$ cat config.mk
export PLATFORM = sky130hd
export DESIGN_NAME = regbank_alu_sequencer
export DESIGN_NICKNAME = d
export VERILOG_FILES = /design/src/rtl/regbank_alu_sequencer.sv
export SDC_FILE = /design/constraint.sdc
export NUM_CORES = 1
export LEC_CHECK = 0
export BUFFER_PORTS_ARGS = -buffer_cell sky130_fd_sc_hd__buf_2
export CORE_MARGIN = 10
export CORE_UTILIZATION = 45
export CTS_CLUSTER_DIAMETER = 40
export DETAILED_ROUTE_END_ITERATION = 7
export REMOVE_ABC_BUFFERS = 1
export SYNTH_ARGS = -nofsm -noshare
export SYNTH_HDL_FRONTEND = slang
export SYNTH_SLANG_ARGS = --single-unit
$ cat constraint.sdc
create_clock -name clk -period 4.35 [get_ports clk]
set_input_delay 0.87 -clock clk [delete_from_list [all_inputs] [get_ports clk]]
set_output_delay 0.87 -clock clk [all_outputs]
set_load 0.005 [all_outputs]
$ cat src/rtl/regbank_alu_sequencer.sv
// Register bank plus four-phase sequencer feeding an external combinational adder.
// Each accepted request walks FETCH -> EXEC -> WB and then returns to IDLE.
module regbank_alu_sequencer #(
    parameter int NREG = 16,
    parameter int DW   = 32
) (
    input  logic          clk,
    input  logic          rst,
    input  logic          start,
    input  logic [2:0]    op,
    input  logic [3:0]    rd,
    input  logic [3:0]    rs1,
    input  logic [3:0]    rs2,
    input  logic [15:0]   imm,
    output logic          ready,
    output logic          done,
    output logic          err,
    output logic [DW-1:0] result,
    output logic [3:0]    flags,
    output logic [DW-1:0] add_a,
    output logic [DW-1:0] add_b,
    output logic          add_cin,
    input  logic [DW-1:0] add_s,
    input  logic          add_cout
);

    localparam logic [1:0] S_IDLE  = 2'd0;
    localparam logic [1:0] S_FETCH = 2'd1;
    localparam logic [1:0] S_EXEC  = 2'd2;
    localparam logic [1:0] S_WB    = 2'd3;

    localparam logic [2:0] OP_ADD  = 3'd0;
    localparam logic [2:0] OP_SUB  = 3'd1;
    localparam logic [2:0] OP_ADDI = 3'd2;
    localparam logic [2:0] OP_MOVI = 3'd3;
    localparam logic [2:0] OP_READ = 3'd4;

    logic [1:0]    state;
    logic [2:0]    op_q;
    logic [3:0]    rd_q;
    logic [3:0]    rs1_q;
    logic [3:0]    rs2_q;
    logic [15:0]   imm_q;
    logic [DW-1:0] op_a;
    logic [DW-1:0] op_b;
    logic          cin;
    logic [DW-1:0] sum;
    logic          cout;
    logic [DW-1:0] result_q;
    logic [3:0]    flags_q;
    logic          done_q;
    logic          err_q;
    logic [DW-1:0] regs [NREG];

    logic [DW-1:0] rdata1;
    logic [DW-1:0] rdata2;
    logic [DW-1:0] sext_imm;
    logic [DW-1:0] zext_imm;
    logic [DW-1:0] fetch_b;
    logic          fetch_cin;
    logic          is_arith;
    logic          is_illegal;
    logic          wb_we;
    logic [DW-1:0] wb_data;
    logic [DW-1:0] wb_result;
    logic          ovf;
    logic [3:0]    new_flags;

    // R0 is hardwired to zero on the read side; it is never written.
    assign rdata1 = (rs1_q == 4'd0) ? '0 : regs[rs1_q];
    assign rdata2 = (rs2_q == 4'd0) ? '0 : regs[rs2_q];

    assign sext_imm = {{(DW-16){imm_q[15]}}, imm_q};
    assign zext_imm = {{(DW-16){1'b0}}, imm_q};

    assign is_arith   = (op_q == OP_ADD) || (op_q == OP_SUB)
                     || (op_q == OP_ADDI);
    assign is_illegal = (op_q > OP_READ);

    always_comb begin
        fetch_b   = '0;
        fetch_cin = 1'b0;
        unique case (op_q)
            OP_ADD:  fetch_b = rdata2;
            OP_SUB: begin
                fetch_b   = ~rdata2;
                fetch_cin = 1'b1;
            end
            OP_ADDI: fetch_b = sext_imm;
            default: fetch_b = '0;
        endcase
    end

    always_comb begin
        wb_we     = 1'b0;
        wb_data   = sum;
        wb_result = '0;
        if (is_arith) begin
            wb_we     = 1'b1;
            wb_data   = sum;
            wb_result = sum;
        end else if (op_q == OP_MOVI) begin
            wb_we     = 1'b1;
            wb_data   = zext_imm;
            wb_result = zext_imm;
        end else if (op_q == OP_READ) begin
            wb_result = rdata1;
        end
    end

    // Overflow judged on the operand actually presented to the adder.
    assign ovf = (op_a[DW-1] == op_b[DW-1]) && (sum[DW-1] != op_a[DW-1]);
    assign new_flags = {cout, (sum == '0), sum[DW-1], ovf};

    always_ff @(posedge clk) begin
        if (rst) begin
            state    <= S_IDLE;
            op_q     <= '0;
            rd_q     <= '0;
            rs1_q    <= '0;
            rs2_q    <= '0;
            imm_q    <= '0;
            op_a     <= '0;
            op_b     <= '0;
            cin      <= 1'b0;
            sum      <= '0;
            cout     <= 1'b0;
            result_q <= '0;
            flags_q  <= '0;
            done_q   <= 1'b0;
            err_q    <= 1'b0;
            for (int i = 0; i < NREG; i++) begin
                regs[i] <= '0;
            end
        end else begin
            done_q <= 1'b0;
            err_q  <= 1'b0;
            unique case (state)
                S_IDLE: begin
                    if (start) begin
                        op_q  <= op;
                        rd_q  <= rd;
                        rs1_q <= rs1;
                        rs2_q <= rs2;
                        imm_q <= imm;
                        state <= S_FETCH;
                    end
                end
                S_FETCH: begin
                    op_a  <= rdata1;
                    op_b  <= fetch_b;
                    cin   <= fetch_cin;
                    state <= S_EXEC;
                end
                S_EXEC: begin
                    sum   <= add_s;
                    cout  <= add_cout;
                    state <= S_WB;
                end
                S_WB: begin
                    done_q   <= 1'b1;
                    err_q    <= is_illegal;
                    result_q <= wb_result;
                    if (is_arith) begin
                        flags_q <= new_flags;
                    end
                    if (wb_we && (rd_q != 4'd0)) begin
                        regs[rd_q] <= wb_data;
                    end
                    state <= S_IDLE;
                end
                default: state <= S_IDLE;
            endcase
        end
    end

    assign ready   = (state == S_IDLE);
    assign done    = done_q;
    assign err     = err_q;
    assign result  = result_q;
    assign flags   = flags_q;
    assign add_a   = op_a;
    assign add_b   = op_b;
    assign add_cin = cin;

endmodule
==> results.txt <==
----------------------------------------------------
[Setup path]
  Highest fanout seen on the critical path ... 23
  Startpoint types ... register
  Crit Path Category ... reg -> reg
  Setup slack, reg-to-reg ... 1.26 ns
  Arrival time of data at the critical path endpoint ... 3.39 ns
  Required arrival time at the worst endpoint ... 4.65 ns
  Register-to-Register Path Depth ... 7
  Kind of end point of the critical path ... register

[Synth]
  Proportion of netlist area held by the largest area contributor ... 46.3%
  Cell area after technology mapping ... 0.0332 sq mm
  Netlist cell types ... 41
  Number of enable-type register cells in the synthesized netlist ... 512
  Avg Cell Area, Syn ... 12.6 sq um
  Number of warning messages in the yosys log ... 0
  Cell type with the highest aggregate area in the netlist ... sky130_fd_sc_hd__edfxtp_1
  Gate Count Post-Synth ... 2637
  Share of flip-flops with an asynchronous set or reset after synthesis ... 0%
  Leading cell types by total area after synthesis ... sky130_fd_sc_hd__edfxtp_1 (46%), sky130_fd_sc_hd__dfxtp_1 (11%), sky130_fd_sc_hd__mux2i_1 (9.3%)
  Top post-synthesis cells by count ... sky130_fd_sc_hd__nor2_1 (544), sky130_fd_sc_hd__edfxtp_1 (512), sky130_fd_sc_hd__mux2i_1 (307), sky130_fd_sc_hd__dfxtp_1 (177), sky130_fd_sc_hd__clkbuf_1 (149)
  Sequential share of the synthesized area ... 57.0%
  Seq cells post-synth ... 689
  Synth Flop Type ... sky130_fd_sc_hd__edfxtp_1
  Most instantiated library cell after synthesis ... sky130_fd_sc_hd__nor2_1

[CTS]
  Clock transition at the register clock pins on the worst setup and hold paths after CTS ... 0.05 ns
  Buffer type at the clock tree root ... sky130_fd_sc_hd__clkbuf_16
  Number of levels the H-tree was split into ... 3
  Quantity of gates resized following cts ... 0
  Post-CTS setup-driven buffer insertion count ... 0
  Largest buffer count on any clock path ... 3
  Clock tree from TritonCTS ... yes
  Latest clock arrival within the worst-skew pair ... 0.69 ns
  Total number of clock tree sinks ... 689
  TritonCTS Buffers ... 113
  Count of hold-fix buffers inserted at cts ... 0

[Global route]
  Initial antenna violation count ... 0
  Largest net degree at the start of global routing ... 82
  Total global routing overflow ... 0
  Number of global-route vias before repair ... 24300
  Global-route wire length before repair ... 165 mm
  GRT Overall Usage ... 26.1%

[Power]
  Leakage power of the design ... 13.5 nW
  Peak VDD IR ... 0.345 mV
  Total power divided by cell area ... 561 mW/mm^2

[Timing]
  Pins Over Slew Limit ... 0
  Slew headroom ... 16.0%
  Final hold vios ... 0
  Setup-failing EPs final ... 0
  Fraction of the cycle the final worst path needs ... 71.0%
  Fin Hold WS ... 0.429 ns
  Setup repair after global routing missed its margin ... no
  Fin worst setup slack ... 1.26 ns
  Worst Skew ... 0.0336 ns
  Actual slew at the worst max-slew pin ... 1.23 ns
  Final critical path time including I/O delays and setup ... 3.09 ns
  Maximum clock frequency ... 324 MHz

[Hold path]
  Hold Path Stages ... 3
  Class of the tightest hold or removal check ... in -> reg

[Finish]
  Fillers ... 6135
  End-of-flow core utilization ... 53.7%
  Relative area change from synthesis to final layout ... 18.2%
  Final non-filler cell area ... 0.0393 sq mm
  Share of cells above drive strength 1 ... 21.2%
  Nets ... 2873

[Outcome]
  Status ... completed

[Route]
  Pre-Repair DR Iteration Count ... 6
  Post-DRT Antenna Nets ... 0
  Vias/cell ... 6.25
  Overall via count from detail_route ... 24164
  Number of remaining DRC errors ... 0
  WL/cell ... 29.4 um
  DRC marker count from the first detailed-route iteration ... 3303
  Total wire length after detailed routing ... 114 mm

[Placement]
  Detailed-placement wirelength estimate ... 67.4 mm
  Count of port buffers added during placement ... 170
  Setup slack at placement ... 1.28 ns
  Total cell area at the placement stage ... 0.0353 sq mm
  RePlAce Congestion ... 0.843

[Job]
  MaxCap Viol Count ... 0

[Die]
  I/O pin cnt ... 171
  Initial Utilization ... 45.4%
  Horizontal extent of the die ... 292 um
  Vertical extent of the die ... 292 um
  Die ar. ... 0.0850 sq mm
  Core area ... 0.0731 sq mm
  Row Count ... 99

----------------------------------------------------
[per-layer routing]
metal	wire (um)	part of all wire [%]	GRT usage, %
met3	12400	11	6.56
met2	52400	46	41.3
met4	4520	4.0	11.0
met1	44400	39	33.8
met5	0	0	0
[worst max-delay path, stage by stage (launching register included)]
cell	delay [ns]
sky130_fd_sc_hd__dfxtp_1	0.39
sky130_fd_sc_hd__ha_2	0.22
sky130_fd_sc_hd__buf_4	0.39
sky130_fd_sc_hd__nand2_1	0.14
sky130_fd_sc_hd__nor4_1	0.50
sky130_fd_sc_hd__nand2_1	0.20
sky130_fd_sc_hd__nand2b_2	0.34
sky130_fd_sc_hd__buf_4	0.50
[cells by family (layout without fill, tap and decap cells)]
family / count (synthesis) / after routing / synth area share, %
compound gates: 356 / 356 / 7.31
fa+ha+maj: 4 / 4 / 0.151
buf+inv: 247 / 482 / 3.64
flops: 689 / 689 / 57.0
mux: 467 / 467 / 20.7
other cells: 1 / 35 / 0.0113
simple gates: 873 / 873 / 11.3
[sequential cells by signal, indices dropped and copies added (netlist names), named ones only]
| signal | cells |
|---|---|
| add_a | 32 |
| add_b | 32 |
| add_cin | 1 |
| cout | 1 |
| done | 1 |
| err | 1 |
| flags | 4 |
| imm_q | 16 |
| op_q | 3 |
| rd_q | 4 |
| regs | 512 |
| result | 32 |
| rs1_q | 4 |
| rs2_q | 4 |
| state | 2 |
| sum | 32 |
[layout make-up]
class                   count  area, sq um  share of cell area, %
clock inverters            83          921                   2.35
diodes                      3         7.51                 0.0191
flip-flops and latches    689        18900                   48.2
inverters                   3         11.3                 0.0287
clock buffers             133         3040                   7.74
multi-input cells        1732        13300                   33.9
repair buffers            263         1830                   4.66
well taps                 959         1200                   3.06
[final timing paths]
| check | end | startpoint |
|---|---|---|
| setup reg to reg | regs[10][17] | state[0] |
| hold reg to reg | flags[3] | flags[3] |
| hold / removal | sum[24] | add_s[24] |
| setup / recovery | regs[10][17] | state[0] |
[metrics by stage]
| step | setup TNS, ns | std cells | power, mW |
|---|---|---|---|
| final | 0 | 3865 | 22.0 |
| after global placement | 0 | 3646 | 12.7 |
| after CTS | 0 | 3862 | 22.0 |
| after floorplan | -294.90 | 2424 | 11.2 |
| after detailed placement | 0 | 3646 | 12.8 |
| after global routing | 0 | 3862 | 22.7 |
[where the power goes]
| group | switching, mW | leakage (nW) | internal [mW] |
|---|---|---|---|
| Combinational | 2.92 | 4.88 | 1.80 |
| Sequential | 0.550 | 6.71 | 7.52 |
| Clock | 3.44 | 1.91 | 5.78 |
| Total | 6.91 | 13.5 | 15.1 |
[cells in the final DEF, fill, tap and decap left out, drive strengths merged, types with 12 or more instances in the layout]
master	Yosys	final
or3b	15	15
a21o	17	17
edfxtp	512	512
a221oi	16	16
dfxtp	177	177
inv	2	26
nor2b	21	21
nand2b	16	16
a311oi	15	15
and3	46	46
clkbuf	149	133
mux2i	307	307
mux4	160	160
nor4	12	12
a22oi	128	128
bufinv	0	12
buf	95	263
nor2	545	545
o21ai	31	31
clkinvlp	0	15
nand2	128	128
o31ai	16	16
conb	1	32
nand3	74	74
clkinv	1	33
a22o	32	32
a21oi	99	99
Note: power is estimated with default switching activity, not from simulation.
